### src/rtl/gem_trigger_rx_deframer.sv
// Trigger-link RX deframer: aligns on the per-BX comma, checks link integrity,
// recovers 4 clusters + BC0/overflow per frame, tracks lock and orbit spacing.
module gem_trigger_rx_deframer #(
  parameter int LOCK_FRAMES  = 32,
  parameter int UNLOCK_ERRS  = 4,
  parameter int BX_PER_ORBIT = 3564,
  parameter int ERRCNT_W     = 16
) (
  input  logic                clk_160,
  input  logic                reset_i,
  input  logic [15:0]         rx_data,
  input  logic [1:0]          rx_charisk,
  input  logic [1:0]          rx_disperr,
  input  logic [1:0]          rx_notintable,
  output logic [13:0]         cluster0,
  output logic [13:0]         cluster1,
  output logic [13:0]         cluster2,
  output logic [13:0]         cluster3,
  output logic [3:0]          valid_clusters,
  output logic                bc0,
  output logic                overflow,
  output logic                frame_valid,
  output logic                locked,
  output logic [ERRCNT_W-1:0] frame_err_cnt,
  output logic [ERRCNT_W-1:0] bc0_err_cnt,
  output logic [ERRCNT_W-1:0] lock_loss_cnt,
  input  logic                cnt_clear
);

  localparam int GW  = $clog2(LOCK_FRAMES + 1);
  localparam int BW  = $clog2(UNLOCK_ERRS + 1);
  localparam int BXW = $clog2(BX_PER_ORBIT);
  localparam logic [GW-1:0]  GOOD_LAST = GW'(LOCK_FRAMES - 1);
  localparam logic [BW-1:0]  BAD_LAST  = BW'(UNLOCK_ERRS - 1);
  localparam logic [BXW-1:0] BX_LAST   = BXW'(BX_PER_ORBIT - 1);

  typedef enum logic [1:0] {HUNT, SYNC, LOCKED} state_t;

  state_t         state, state_nxt;
  logic [1:0]     phase;
  logic           bad_acc;
  logic [39:0]    d_sh;
  logic           sh_bc0, sh_ovf;
  logic [GW-1:0]  good_cnt;
  logic [BW-1:0]  bad_cnt;
  logic [BXW-1:0] bx_cnt;
  logic           bc0_seen;

  // comma decode on the low byte
  logic k_ok, k_bc0, k_ovf, comma_ok, word_err, word_bad;
  always_comb begin
    k_ok  = 1'b1;
    k_bc0 = 1'b0;
    k_ovf = 1'b0;
    case (rx_data[7:0])
      8'hBC: ;
      8'hF7: k_bc0 = 1'b1;
      8'hFC: k_ovf = 1'b1;
      8'h1C: begin k_bc0 = 1'b1; k_ovf = 1'b1; end
      default: k_ok = 1'b0;
    endcase
  end

  assign comma_ok = k_ok && (rx_charisk == 2'b01);
  assign word_err = |{rx_disperr, rx_notintable};
  assign word_bad = (phase == 2'd0) ? (!comma_ok || word_err)
                                    : (|rx_charisk || word_err);

  logic        frame_done, frame_bad;
  logic [55:0] frame_d;
  assign frame_done = (state != HUNT) && (phase == 2'd3);
  assign frame_bad  = bad_acc || word_bad;
  assign frame_d    = {rx_data, d_sh};

  // FSM control strobes
  logic good_clr, good_inc, bad_clr, bad_inc;
  logic out_en, frame_err_inc, lock_loss_inc;

  always_ff @(posedge clk_160 or posedge reset_i) begin
    if (reset_i) state <= HUNT;
    else         state <= state_nxt;
  end

  always_comb begin
    state_nxt     = state;
    good_clr      = 1'b0;
    good_inc      = 1'b0;
    bad_clr       = 1'b0;
    bad_inc       = 1'b0;
    out_en        = 1'b0;
    frame_err_inc = 1'b0;
    lock_loss_inc = 1'b0;
    case (state)
      HUNT: begin
        if (comma_ok && !word_err) begin
          state_nxt = SYNC;
          good_clr  = 1'b1;
        end
      end
      SYNC: begin
        if (frame_done) begin
          if (frame_bad) begin
            state_nxt = HUNT;
          end else begin
            good_inc = 1'b1;
            if (good_cnt == GOOD_LAST) begin
              state_nxt = LOCKED;
              out_en    = 1'b1;
              bad_clr   = 1'b1;
            end
          end
        end
      end
      LOCKED: begin
        if (frame_done) begin
          if (frame_bad) begin
            bad_inc       = 1'b1;
            frame_err_inc = 1'b1;
            if (bad_cnt == BAD_LAST) begin
              state_nxt     = HUNT;
              lock_loss_inc = 1'b1;
            end
          end else begin
            bad_clr = 1'b1;
            out_en  = 1'b1;
          end
        end
      end
      default: state_nxt = HUNT;
    endcase
  end

  assign locked = (state == LOCKED);

  // HUNT parks phase at 0; the word after a comma is phase 1
  always_ff @(posedge clk_160 or posedge reset_i) begin
    if (reset_i)              phase <= 2'd0;
    else if (state == HUNT)   phase <= (comma_ok && !word_err) ? 2'd1 : 2'd0;
    else                      phase <= phase + 2'd1;
  end

  always_ff @(posedge clk_160 or posedge reset_i) begin
    if (reset_i)                              bad_acc <= 1'b0;
    else if (state == HUNT || phase == 2'd3)  bad_acc <= 1'b0;
    else                                      bad_acc <= bad_acc | word_bad;
  end

  // payload of words 0..2 held until word3 completes the frame
  always_ff @(posedge clk_160 or posedge reset_i) begin
    if (reset_i) begin
      d_sh   <= '0;
      sh_bc0 <= 1'b0;
      sh_ovf <= 1'b0;
    end else begin
      case (phase)
        2'd0: begin
          d_sh[7:0] <= rx_data[15:8];
          sh_bc0    <= k_bc0;
          sh_ovf    <= k_ovf;
        end
        2'd1:    d_sh[23:8]  <= rx_data;
        2'd2:    d_sh[39:24] <= rx_data;
        default: ;
      endcase
    end
  end

  always_ff @(posedge clk_160 or posedge reset_i) begin
    if (reset_i) begin
      good_cnt <= '0;
      bad_cnt  <= '0;
    end else begin
      if (good_clr)      good_cnt <= '0;
      else if (good_inc) good_cnt <= good_cnt + GW'(1);
      if (bad_clr)       bad_cnt  <= '0;
      else if (bad_inc)  bad_cnt  <= bad_cnt + BW'(1);
    end
  end

  // orbit tracking runs for every frame completed in (or into) LOCKED
  logic frame_counted, bc0_err_inc;
  assign frame_counted = frame_done && (state_nxt == LOCKED);
  assign bc0_err_inc   = out_en && sh_bc0 && bc0_seen && (bx_cnt != BX_LAST);

  always_ff @(posedge clk_160 or posedge reset_i) begin
    if (reset_i) begin
      bx_cnt   <= '0;
      bc0_seen <= 1'b0;
    end else if (state_nxt != LOCKED) begin
      bx_cnt   <= '0;
      bc0_seen <= 1'b0;
    end else if (frame_counted) begin
      if (out_en && sh_bc0) begin
        bx_cnt   <= '0;
        bc0_seen <= 1'b1;
      end else begin
        bx_cnt <= (bx_cnt == BX_LAST) ? '0 : bx_cnt + BXW'(1);
      end
    end
  end

  logic [3:0][13:0] clus_nxt;
  logic [3:0]       vc_nxt;
  assign clus_nxt = frame_d;
  always_comb begin
    vc_nxt = '0;
    for (int i = 0; i < 4; i++) vc_nxt[i] = ~(clus_nxt[i][10:9] == 2'b11);
  end

  always_ff @(posedge clk_160 or posedge reset_i) begin
    if (reset_i) begin
      cluster0       <= '0;
      cluster1       <= '0;
      cluster2       <= '0;
      cluster3       <= '0;
      valid_clusters <= '0;
      bc0            <= 1'b0;
      overflow       <= 1'b0;
      frame_valid    <= 1'b0;
    end else begin
      frame_valid <= out_en;
      if (out_en) begin
        cluster0       <= clus_nxt[0];
        cluster1       <= clus_nxt[1];
        cluster2       <= clus_nxt[2];
        cluster3       <= clus_nxt[3];
        valid_clusters <= vc_nxt;
        bc0            <= sh_bc0;
        overflow       <= sh_ovf;
      end
    end
  end

  function automatic logic [ERRCNT_W-1:0] sat_step(input logic [ERRCNT_W-1:0] c,
                                                   input logic clr, input logic inc);
    if (clr)                  return '0;
    else if (inc && ~&c)      return c + ERRCNT_W'(1);
    else                      return c;
  endfunction

  always_ff @(posedge clk_160 or posedge reset_i) begin
    if (reset_i) begin
      frame_err_cnt <= '0;
      bc0_err_cnt   <= '0;
      lock_loss_cnt <= '0;
    end else begin
      frame_err_cnt <= sat_step(frame_err_cnt, cnt_clear, frame_err_inc);
      bc0_err_cnt   <= sat_step(bc0_err_cnt,   cnt_clear, bc0_err_inc);
      lock_loss_cnt <= sat_step(lock_loss_cnt, cnt_clear, lock_loss_inc);
    end
  end

endmodule

### config.mk
export PLATFORM = sky130hd
export DESIGN_NAME = gem_trigger_rx_deframer
export DESIGN_NICKNAME = d
export VERILOG_FILES = /design/src/rtl/gem_trigger_rx_deframer.sv
export SDC_FILE = /design/constraint.sdc
export NUM_CORES = 1
export LEC_CHECK = 0
export CORE_UTILIZATION = 50
export CTS_CLUSTER_SIZE = 16
export DETAILED_ROUTE_END_ITERATION = 10
export PLACE_DENSITY = 0.87
export REMOVE_ABC_BUFFERS = 1
export SKIP_LAST_GASP = 1
export SLEW_MARGIN = 20
export SYNTH_ARGS = -nofsm -noshare
export SYNTH_HDL_FRONTEND = slang
export SYNTH_SLANG_ARGS = --single-unit
### constraint.sdc
create_clock -name clk_160 -period 7.3 [get_ports clk_160]
set_input_delay 1.46 -clock clk_160 [delete_from_list [all_inputs] [get_ports clk_160]]
set_output_delay 1.46 -clock clk_160 [all_outputs]
set_load 0.05 [all_outputs]
-- Yosys cells after proc, flatten, opt, wreduce, memory -nomap -nowiden
Index checks and enable logic that the tools add are counted.
- flip-flop bits (word level): 180
- input bits: 25
- output and inout bits: 112
- logic and storage cells: 141
- $add $sub $neg: 7
- equality and inequality tests: 20
- mux-type cells: 48
- bitwise gates (word level): 5
- reduce and logical (&&, ||, !) cells: 38
- operators by type and width (kind ; count):
    $mux 16 ; 6
    $add 16x1->16 const B ; 3
    $mux 12 ; 4
    $reduce_and 16->1 ; 3
    $eq 8x8->1 const B ; 3
    $mux 1 ; 24
    $eq 2x2->1 const B ; 8
    $mux 2 ; 8
    $reduce_bool 2->1 ; 8
    $add 12x1->12 const B ; 1
    $eq 12x12->1 const B ; 1
    $mux 6 ; 2
    $ne 12x12->1 const B ; 1
    $logic_and 1x1->1 ; 10
    $eq 8x5->1 const B ; 1
    $reduce_or 4->1 ; 2
    $add 6x1->6 const B ; 1
    $eq 2x1->1 const B ; 3
    $eq 6x5->1 const B ; 1
    $mux 3 ; 2
    $pmux 2 s3 ; 1
    $reduce_or 2->1 ; 3
    $logic_not 1->1 ; 5
    $logic_not 2->1 ; 2
    9 further kinds ; 15

-- Longest topological paths before layout
Gate-level depths: netlist (run 1).
- word-level depth: 17
- gate-level depth with buffers: 10
- gate-level depth less buffers: 8

-- Worst setup path after synthesis (run 1)
OpenSTA, ideal clock, no wires.
- kind: input to register
- start: in rx_data[5]
- end: reg bc0_err_cnt[15]
- data arrival time: 3676 ps
- data required time: 7222 ps
- slack: 3546 ps
- cell stages on the path: 7
- cells stage by stage: or3_1 a211oi_4 o2111ai_2 or4b_1 clkbuf_1 or4_1 a21oi_1
- longest elaborated chain between the ends: 16
- elaborated cells between the ends (all ways): 21
- those cells by class: eq/ne: 4; mux: 7; reduce/logical: 10
- RTL lines (item ; line ; RTL):
    from (decl) ; 11 ; input logic [15:0] rx_data,
    $eq 8x5->1 or $eq 8x8->1 (tied branches) ; 55 ; case (rx_data[7:0])
    $reduce_or 4->1 (no source line) (*) ; -- ;
    $mux 1 (*) ; 55 ;
    $logic_and 1x1->1 (*) ; 64 ; assign comma_ok = k_ok && (rx_charisk == 2'b01);
    $logic_not 1->1 (*) ; 66 ; assign word_bad = (phase == 2'd0) ? (!comma_ok || word_err)
    $logic_or 1x1->1 (*) ; 66 ;
    $mux 1 (*) ; 66 ;
    $logic_or 1x1->1 (*) ; 72 ; assign frame_bad = bad_acc || word_bad;
    $mux 1, on equally long branches ; 116, 102 ;
    $mux 1, on equally long branches ; 115, 101 ;
    $pmux 1 s2 (*) ; 93 ; case (state)
    $logic_and 1x1->1 (*) (3 in series) ; 183 ; assign bc0_err_inc = out_en && sh_bc0 && bc0_seen && (bx_cnt != BX_LAST);
    $logic_and 1x1->1 (*) ; 237 ; else if (inc && ~&c) return c + ERRCNT_W'(1);
    $reduce_bool 2->1 (no source line) (*) ; -- ;
    to (signal assigned) ; 248 ; bc0_err_cnt <= sat_step(bc0_err_cnt, cnt_clear, bc0_err_inc);
    to (decl) ; 25 ; output logic [ERRCNT_W-1:0] bc0_err_cnt,
Mark *: on every way between the ends. The rest lies on a longest branch, timed or not.
A chain may end at the register's enable or synchronous reset.

-- Worst setup path after layout (run 1)
- start: in rx_data[4]
- end: reg bx_cnt[5]
- longest elaborated chain between the ends: 15
- elaborated cells between the ends (all ways): 31
- those cells by class: eq/ne: 6; mux: 16; reduce/logical: 9
- RTL lines (item ; line ; RTL):
    $eq 8x5->1 or $eq 8x8->1 (tied branches) ; 55 ;
    $reduce_or 4->1 (no source line) (*) ; -- ;
    $mux 1 (*) ; 55 ;
    $logic_and 1x1->1 (*) ; 64 ;
    $logic_not 1->1 ; 66 ;
    $logic_or 1x1->1 ; 66 ;
    $mux 1 ; 66 ;
    $logic_or 1x1->1 ; 72 ;
    $mux 1, on equally long branches ; 116, 102 ;
    $mux 1, on equally long branches ; 115, 101 ;
    $pmux 1 s2 ; 93 ;
    $logic_and 1x1->1 ; 193 ; if (out_en && sh_bc0) begin
    $mux 12 ; 193 ;
    $mux 12 ; 192 ; end else if (frame_counted) begin
    $mux 12 ; 189 ; end else if (state_nxt != LOCKED) begin
    to (signal assigned) ; 197 ; bx_cnt <= (bx_cnt == BX_LAST) ? '0 : bx_cnt + BXW'(1);
    to (decl) ; 46 ; logic [BXW-1:0] bx_cnt;
Mark *: on every way between the ends. The rest lies on a longest branch, timed or not. The select of a mux whose other input is x is not followed.

==> results.yml, run 1 <==
run_status:
  status: "complete, no violations"
worst_setup_path:
  cp.arrival_ps: 4900
  critical-path-top-delay-family: "compound AO/OA/AOI/OAI gates"
  critPathRequiredTime_ps: 7610
  r2r_setup_slack_ps: 3670
  critPathMaxFanout: 14
  crit_start: "rx_data[4]"
  path_cells: "clkdlybuf4s50_1 > nand2_1 > o41ai_1 > o21ai_1 > o41ai_1 > nand4_1 > nor4_1"
  cp-start-kind: "input pin"
  cp_common_cell: "o41ai_1"
  cpPeakStageDelay_ps: 840
  reg2reg_depth: 8
  critPathKind: "input pin to flip-flop"
  cp-end-kind: "flip-flop"
  critPathSlowestCell: "o41ai_1"
  crit_buf_inv: 1
  path_depth: 7
  worst_r2r_startpoint: "phase[0]"
floorplan:
  std_cell_rows: 46
  die-area_sq_um: 16910
  die_w_um: 130.0
  dieHeight_um: 130.0
  coreArea_sq_um: 15940
  initial_core_util_pct: 51.42
  io_pins: 137
placement:
  pre_cts_slack_ps: 2296
  dpl.hpwl_um: 12800
  io_buffers: 136
  dpl-instance-area_sq_um: 9779
  dp.cells: 1044
  place_congestion: 0.8394
clock_network:
  post_cts_buffers: 0
  ctsLongestPathBuffers: 2
  cts-root-buf: "clkbuf_16"
  cts_tree: "built"
  cts_buffers: 17
  cts_hold_buf: 0
  post_cts_resized: 0
  clk_latency_ps: 440
  clock_sinks: 180
  htree_num_levels: 4
  clkTransAtPathRegs_ps: 70
cells_and_area:
  area_growth_pct: 26.88
  layout.nets: 887
  fin_cells: 1077
  fin_area_sq_um: 10400
  layout-drive-gt1-share_pct: 17.23
  fin_util_pct: 65.24
global_route:
  grt_start_max_net_pins: 124
  antenna_found_initial: 0
  grt_pass1_vias: 5939
  overflow: 0
  grtUsageTotal_pct: 23.33
  grt_pass1_wl_um: 30630
sta:
  relSlewSlack_pct: 40.58
  rsz0062_at_grt: "false"
  hold_slack_ps: 475.8
  setup_violations: 0
  hold_viol_final: 0
  fin_crit_sh_pct: 62.85
  clock_skew_ps: 10.84
  worstMarginPinSlew_ps: 891.2
  tns_ps: 0
  setup_ws_ps: 2712
  fin_crit_ps: 4588
  maxSlewViolCount: 0
  max_freq_mhz: 218.0
hold_path:
  hold_path.class: "flip-flop to flip-flop"
  holdPathStages: 1
  hp-start: "d_sh[23]"
synthesis:
  synth_top_area_share_pct: 54.95
  synth-seq-cells: 180
  yosysUniqueCellTypes: 48
  async_flop_share_pct: 100.0
  synthFlopType: "dfrtp_1"
  synthTopCellsByArea: "dfrtp_1 55%, mux2_2 14%, a21oi_1 2.7%"
  yosys.area.top_type: "dfrtp_1"
  yosysWarnings: 0
  synth.avg_cell_area_sq_um: 11.45
  syn_area_sq_um: 8198
  seq_area_frac_synth_pct: 54.95
  synth_enable_flop_cells: 0
  netlist_instances: 716
power_and_ir_drop:
  peakVddDrop_mv: 0.1882
  leakagePower_nw: 4.471
  power_density_nw_per_um2: 195.5
  p_total_mw: 2.033
detailed_routing:
  wl_met2_um: 9501
  wl_met1_um: 8308
  vias: 6209
  wl_met3_um: 703
  drt_iter0_markers: 554
  ant_nets: 0
  wl_um: 18970
  routed.top_layer: "met4"
  routedWlPerCell_um: 17.61
  vias_per_cell: 5.765
  dr.pass1.iters: 6
  post-route-drc-count: 0
job:
  max_cap_violations: 0
[synth_stat cells (all sizes together), types with 2 or more instances]
cell,instances
clkbuf,30
o211ai,2
or2,2
o31ai,12
nand3,26
nor4b,4
nor2,48
nor3,7
nand4,21
and3,8
or3,20
nand3b,2
a31oi,6
mux2,104
a211oi,6
mux2i,5
and2,5
nand2,43
o41ai,2
inv,18
a21oi,45
or4,14
o211a,5
nor4,18
or4b,2
xnor2,5
nor2b,9
o2111ai,2
o21ai,25
dfrtp,180
xor2,12
nand2b,2
ha,15
[cell usage in the layout (no fill, tap or decap), types with 8 or more instances in the layout]
cell	instances
dfrtp_1	180
clkdlybuf4s50_1	135
mux2_2	104
nor2_1	48
a21oi_1	45
nand2_1	43
nand3_1	26
o21ai_0	24
nand4_1	21
or3_1	20
inv_1	17
nor4_1	17
clkbuf_16	17
ha_1	15
or4_1	14
xor2_1	12
o31ai_1	12
nor2b_1	9
and3_1	8
[path summary, 6_finish.rpt]
| path | end |
|---|---|
| max | bx_cnt[5] |
| min | valid_clusters[1] |
| max reg2reg | bc0_err_cnt[7] |
| min reg2reg | valid_clusters[1] |
| max in group asynchronous | bx_cnt[11] |
| min in group asynchronous | bc0_err_cnt[11] |
[registers in the layout (all words and copies together) (netlist names), 2 cells and up]
name	count
bad_cnt	3
bc0_err_cnt	16
bx_cnt	12
cluster0	14
cluster1	14
cluster2	14
cluster3	14
d_sh	40
frame_err_cnt	16
good_cnt	6
lock_loss_cnt	16
phase	2
state	2
valid_clusters	4
[power by group]
| group | internal (mW) | total [mW] | switching [mW] |
|---|---|---|---|
| Sequential | 1.00 | 1.01 | 0.00455 |
| Clock | 0.551 | 0.963 | 0.411 |
| Combinational | 0.0218 | 0.0619 | 0.0401 |
[layer usage]
layer | vias up | track usage, %
li1 | 2894 | -
met4 | 0 | 10.47
met1 | 3101 | 31.07
met5 | - | 0
met2 | 180 | 37.58
met3 | 34 | 3.895
[logic make-up (layout without fill, tap and decap cells)]
family / Yosys count / count (layout) / share of synthesized area, %
adder cells (fa/ha/maj): 15 / 15 / 2.289
AND/OR/NAND/NOR: 234 / 234 / 15.11
other: 0 / 2 / 0
XOR/XNOR: 17 / 17 / 1.816
AO/OA/AOI/OAI: 113 / 113 / 8.746
buffers and inverters: 48 / 191 / 2.198
multiplexers: 109 / 109 / 14.90
flip-flops: 180 / 180 / 54.95
[final cells by class]
type | instances | area, sq um
multi-input combinational | 488 | 3531
clock inverter | 13 | 185.2
inverter | 18 | 75.07
clock buffer | 18 | 429.2
sequential | 180 | 4504
timing repair buffer | 142 | 1401
tap | 216 | 270.3
antenna | 2 | 5.005
fill | 1186 | 5542
Note: power is estimated with default switching activity, not from simulation.
==> run 2, diff against run 1 <==
CORE_UTILIZATION = 48   (was 50)
clock period = 3.8 ns   (was 7.3 ns; I/O delays follow)
==> run 2 against run 1 <==
Combinational power is 110% higher. Die area is 4.1% higher. Register-to-register slack got worse by 2800 ps. Cell count up 1.7%. Via count up 1.1%. Count of clock-buffer cells in the layout unchanged. Global-route usage down 0.42 points. Flip-flop and latch count stayed put. Clock power up 86%. Largest cell class unchanged. Highest routed layer is now met5.
==> results.yml, run 2 (same netlist as run 1, synthesis figures left out) <==
worst_setup_path:
  critPathRequiredTime_ps: 4160
  critPathSlowestCell: "or4b_1"
  critPathKind: "input pin to flip-flop"
  cp-end-kind: "flip-flop"
  path_cells: "clkdlybuf4s50_1 > or3_1 > a211oi_4 > o2111ai_4 > or4b_1 > or4_1 > a21oi_1"
  worst_r2r_startpoint: "state[1]"
  crit_buf_inv: 1
  r2r-end: "bc0_err_cnt[15]"
  critical-path-top-delay-family: "simple AND/OR/NAND/NOR gates"
  critPathMaxFanout: 5
  r2r_setup_slack_ps: 920
  cp-start-kind: "input pin"
  cpPeakStageDelay_ps: 640
  reg2reg_depth: 8
  cp.arrival_ps: 3620
global_route:
  grt_start_max_net_pins: 79
  grt_pass1_wl_um: 31940
  overflow: 0
  grtUsageTotal_pct: 22.91
  grt_pass1_vias: 6207
  antenna_found_initial: 1
hold_path:
  hold_path.class: "flip-flop to flip-flop"
  holdPathStages: 1
  hp-start: "d_sh[38]"
  min_to: "valid_clusters[2]"
sta:
  clock_skew_ps: 10.82
  setup_violations: 0
  maxSlewViolCount: 0
  tns_ps: 0
  setup_ws_ps: 542.1
  fin_crit_ps: 3258
  hold_slack_ps: 480.9
  hold_viol_final: 0
  rsz0062_at_grt: "false"
  relSlewSlack_pct: 39.23
  worstMarginPinSlew_ps: 911.5
  fin_crit_sh_pct: 85.73
  max_freq_mhz: 306.9
clock_network:
  cts_buffers: 17
  cts-root-buf: "clkbuf_16"
  post_cts_resized: 0
  cts_hold_buf: 0
  clock_sinks: 180
  clkTransAtPathRegs_ps: 70
  htree_num_levels: 4
  clk_latency_ps: 440
  cts_tree: "built"
  post_cts_buffers: 0
  ctsLongestPathBuffers: 2
placement:
  place_congestion: 0.8741
  pre_cts_slack_ps: 170.0
  dpl.hpwl_um: 12870
  dpl-instance-area_sq_um: 9922
  io_buffers: 136
cells_and_area:
  final_cell_mix: "180 x dfrtp_1, 135 x clkdlybuf4s50_1, 104 x mux2_2"
  antennaDiodeCount: 0
  area_growth_pct: 28.31
  final_common_cell: "dfrtp_1"
  fin_area_sq_um: 10520
  regMostFlops: "d_sh"
  layout-drive-gt1-share_pct: 18.86
  largest_reg_flops: 40
  n_fill_cell: 1237
  layout.nets: 902
detailed_routing:
  ant_nets: 0
  vias: 6276
  routedWlPerCell_um: 17.49
  vias_per_cell: 5.732
  post-route-drc-count: 0
  wl_um: 19160
  dr.pass1.iters: 5
  drt_iter0_markers: 496
floorplan:
  initial_core_util_pct: 49.26
  dieHeight_um: 132.7
  die-area_sq_um: 17610
  io_pins: 137
  std_cell_rows: 47
  die_w_um: 132.7
  coreArea_sq_um: 16640
power_and_ir_drop:
  leakagePower_nw: 4.548
  p_total_mw: 3.854
  power_density_nw_per_um2: 366.4
  peakVddDrop_mv: 0.3237
run_status:
  status: "complete, no violations"
job:
  max_cap_violations: 0
## run 2: cell types whose count changed in the layout (fill, tap and decap cells not counted), sizes merged
cell    before  now
clkinv       1    3
inv         27   28
buf          7   22
diode        2    0
bufinv       3    1
## run 2: stage by stage
stage	utilization (%)	std cells
after CTS	63.21	1095
after global placement	59.62	1063
after detailed placement	59.62	1063
after global routing	63.21	1095
after floorplan	-	686
final	63.21	1095
## run 2: power breakdown
part / total, mW / switching [mW] / leakage (nW) / internal (mW)
logic: 0.127 / 0.0795 / 1.80 / 0.0473
registers: 1.94 / 0.00862 / 2.45 / 1.93
clock network: 1.79 / 0.831 / 0.299 / 0.959
total: 3.85 / 0.919 / 4.55 / 2.94
## run 2: layout make-up
| class | count | area, sq um | area share, % |
|---|---|---|---|
| clock inverters | 14 | 157.7 | 1.499 |
| multi-input cells | 488 | 3531 | 33.57 |
| inverters | 18 | 72.57 | 0.6899 |
| flip-flops and latches | 180 | 4504 | 42.82 |
| well taps | 220 | 275.3 | 2.617 |
| repair buffers | 157 | 1539 | 14.63 |
| clock buffers | 18 | 439.2 | 4.175 |
## run 2: worst max-delay path by stage
stage	start	to	depth (start not counted)
2_1_floorplan	reset_i	bad_acc	1
3_3_place_gp	rx_data[6]	bc0_err_cnt[15]	7
3_5_place_dp	rx_data[6]	bc0_err_cnt[15]	7
4_1_cts	rx_data[6]	bc0_err_cnt[15]	7
5_1_grt	rx_data[4]	bc0_err_cnt[15]	8
6_report	rx_data[6]	bc0_err_cnt[15]	7
## run 2: routing by layer
layer	global-route usage (%)	routed length (um)	vias up
met3	3.563	623	42
met2	37.60	9551	153
met5	0	11	-
met1	30.40	8424	3148
met4	9.515	546	2
li1	-	-	2931
==> run 3, diff against run 2 <==
CORE_UTILIZATION = 35   (was 48)
PLACE_DENSITY = 0.7   (was 0.87)
==> run 3 against run 2 <==
First-iteration DRC count decreased by 25%. Critical path depth unchanged. Clock power down 3%. Fmax is 2.6% higher. Largest cell class unchanged. Largest power group unchanged.
==> results.yml, run 3 (same netlist as run 1, synthesis figures left out) <==
placement:
  pre_cts_slack_ps: 185.7
  place_congestion: 0.8039
  dpl.hpwl_um: 13070
  io_buffers: 136
power_and_ir_drop:
  comb_power_share_pct: 3.3
  p_sw_share_pct: 24.65
  clockPowerShare_pct: 45.7
  peakVddDrop_mv: 0.2480
  power_density_nw_per_um2: 357.2
  p_total_mw: 3.796
  power.internal_mw: 2.860
  seq_power_share_pct: 51.0
  p_switching_mw: 0.9358
  leakagePower_nw: 4.531
clock_network:
  clk_latency_ps: 430
  ctsLongestPathBuffers: 2
  htree_num_levels: 4
  cts_hold_buf: 0
  clkTransAtPathRegs_ps: 80
  post_cts_buffers: 0
  clock_sinks: 180
  cts_buffers: 17
  cts-root-buf: "clkbuf_16"
  post_cts_resized: 0
  cts_tree: "built"
cells_and_area:
  final_common_cell: "dfrtp_1"
  largest_reg_flops: 40
  regMostFlops: "d_sh"
  final_cell_mix: "180 x dfrtp_1, 135 x clkdlybuf4s50_1, 104 x mux2_2"
  seqCellArea_sq_um: 4504
  antennaDiodeCount: 0
  layout-drive-gt1-share_pct: 18.76
  n_fill_cell: 2081
  area_growth_pct: 29.61
  multi_input_area_sq_um: 3531
  layout.nets: 902
detailed_routing:
  routedWlPerCell_um: 15.97
  drt_iter0_markers: 374
  vias_per_cell: 5.121
  dr.pass1.iters: 4
  wl_um: 18960
  vias: 6079
  ant_nets: 0
  post-route-drc-count: 0
floorplan:
  dieHeight_um: 155.0
  std_cell_rows: 55
  coreArea_sq_um: 22780
  initial_core_util_pct: 35.99
  die-area_sq_um: 24040
  io_pins: 137
  die_w_um: 155.0
sta:
  setup_ws_ps: 625.2
  rsz0062_at_grt: "false"
  hold_viol_final: 0
  fin_crit_ps: 3175
  clock_skew_ps: 10.43
  max_freq_mhz: 315.0
  maxSlewViolCount: 0
  worstMarginPinSlew_ps: 934.7
  relSlewSlack_pct: 37.69
  fin_crit_sh_pct: 83.55
  setup_violations: 0
global_route:
  grt_pass1_vias: 5990
  antenna_found_initial: 0
  grt_pass1_wl_um: 31410
  overflow: 0
  grt_start_max_net_pins: 72
  grtUsageTotal_pct: 16.41
hold_path:
  holdPathStages: 1
  min_to: "valid_clusters[2]"
  hp-start: "d_sh[37]"
  hold_path.class: "flip-flop to flip-flop"
worst_setup_path:
  critPathRequiredTime_ps: 4150
  worst_r2r_startpoint: "state[0]"
  r2r_setup_slack_ps: 920
  critical-path-top-delay-family: "simple AND/OR/NAND/NOR gates"
  critPathMaxFanout: 6
  cpPeakStageDelay_ps: 640
  cp-start-kind: "input pin"
  cp-end-kind: "flip-flop"
  critPathSlowestCell: "or4b_1"
  r2r-end: "bc0_err_cnt[15]"
  critPathKind: "input pin to flip-flop"
  path_cells: "clkdlybuf4s50_1 > or3_1 > a211oi_4 > o2111ai_4 > or4b_1 > or4_1 > a21oi_1"
  crit_buf_inv: 1
  cp.arrival_ps: 3530
  reg2reg_depth: 8
run_status:
  status: "complete, no violations"
job:
  max_cap_violations: 0
run 3: cell types whose count changed in the layout (fill, tap and decap cells not counted), sizes merged:
cell and delta:
clkinv +2, inv -2, bufinv -1, clkbuf -1, clkinvlp +1
run 3: cell type report:
cell class,instances,area share (%)
Timing Repair Buffer,157,14.48
Clock inverter,14,1.519
Clock buffer,17,4.004
Inverter,18,0.6830
Multi-Input combinational cell,488,33.23
Tap cell,313,3.686
Sequential cell,180,42.39
run 3: power groups by stage:
stage / Sequential [mW] / Combinational [mW] / Clock, mW
2_1_floorplan: 1.97 / 0.0575 / 0
3_3_place_gp: 1.97 / 0.127 / 0
3_5_place_dp: 1.97 / 0.128 / 0
4_1_cts: 1.94 / 0.129 / 1.78
5_1_grt: 1.94 / 0.140 / 1.87
6_report: 1.94 / 0.124 / 1.74
run 3: worst max-delay path by stage:
| stage | start | endpoint | slack (ps) | cells after the start |
|---|---|---|---|---|
| floorplan | reset_i | bad_acc | -1850 | 1 |
| global placement | rx_data[5] | bc0_err_cnt[15] | 190 | 7 |
| detailed placement | rx_data[5] | bc0_err_cnt[15] | 190 | 7 |
| CTS | rx_data[5] | bc0_err_cnt[15] | 650 | 7 |
| global route | rx_data[5] | bc0_err_cnt[15] | 440 | 8 |
| finish | rx_data[5] | bc0_err_cnt[15] | 630 | 7 |
run 3: layer usage:
layer | routed length [um] | up-vias | GRT usage, %
met5 | 0 | - | 0
met4 | 227 | 0 | 4.762
met3 | 722 | 17 | 3.426
met2 | 9333 | 100 | 27.16
met1 | 8677 | 3044 | 21.66
li1 | - | 2918 | -
run 3: through the flow:
step                      hold WS (ps)  setup TNS, ps  util, %  std cells  area [sq um]
after global placement           461.5              0    44.07       1156         10040
final                            471.9              0    46.65       1187         10630
after CTS                        477.1              0    46.65       1187         10630
after global routing             508.9              0    46.65       1187         10630
after floorplan                  441.2        -333660        -        686          8085
after detailed placement         467.0              0    44.07       1156         10040
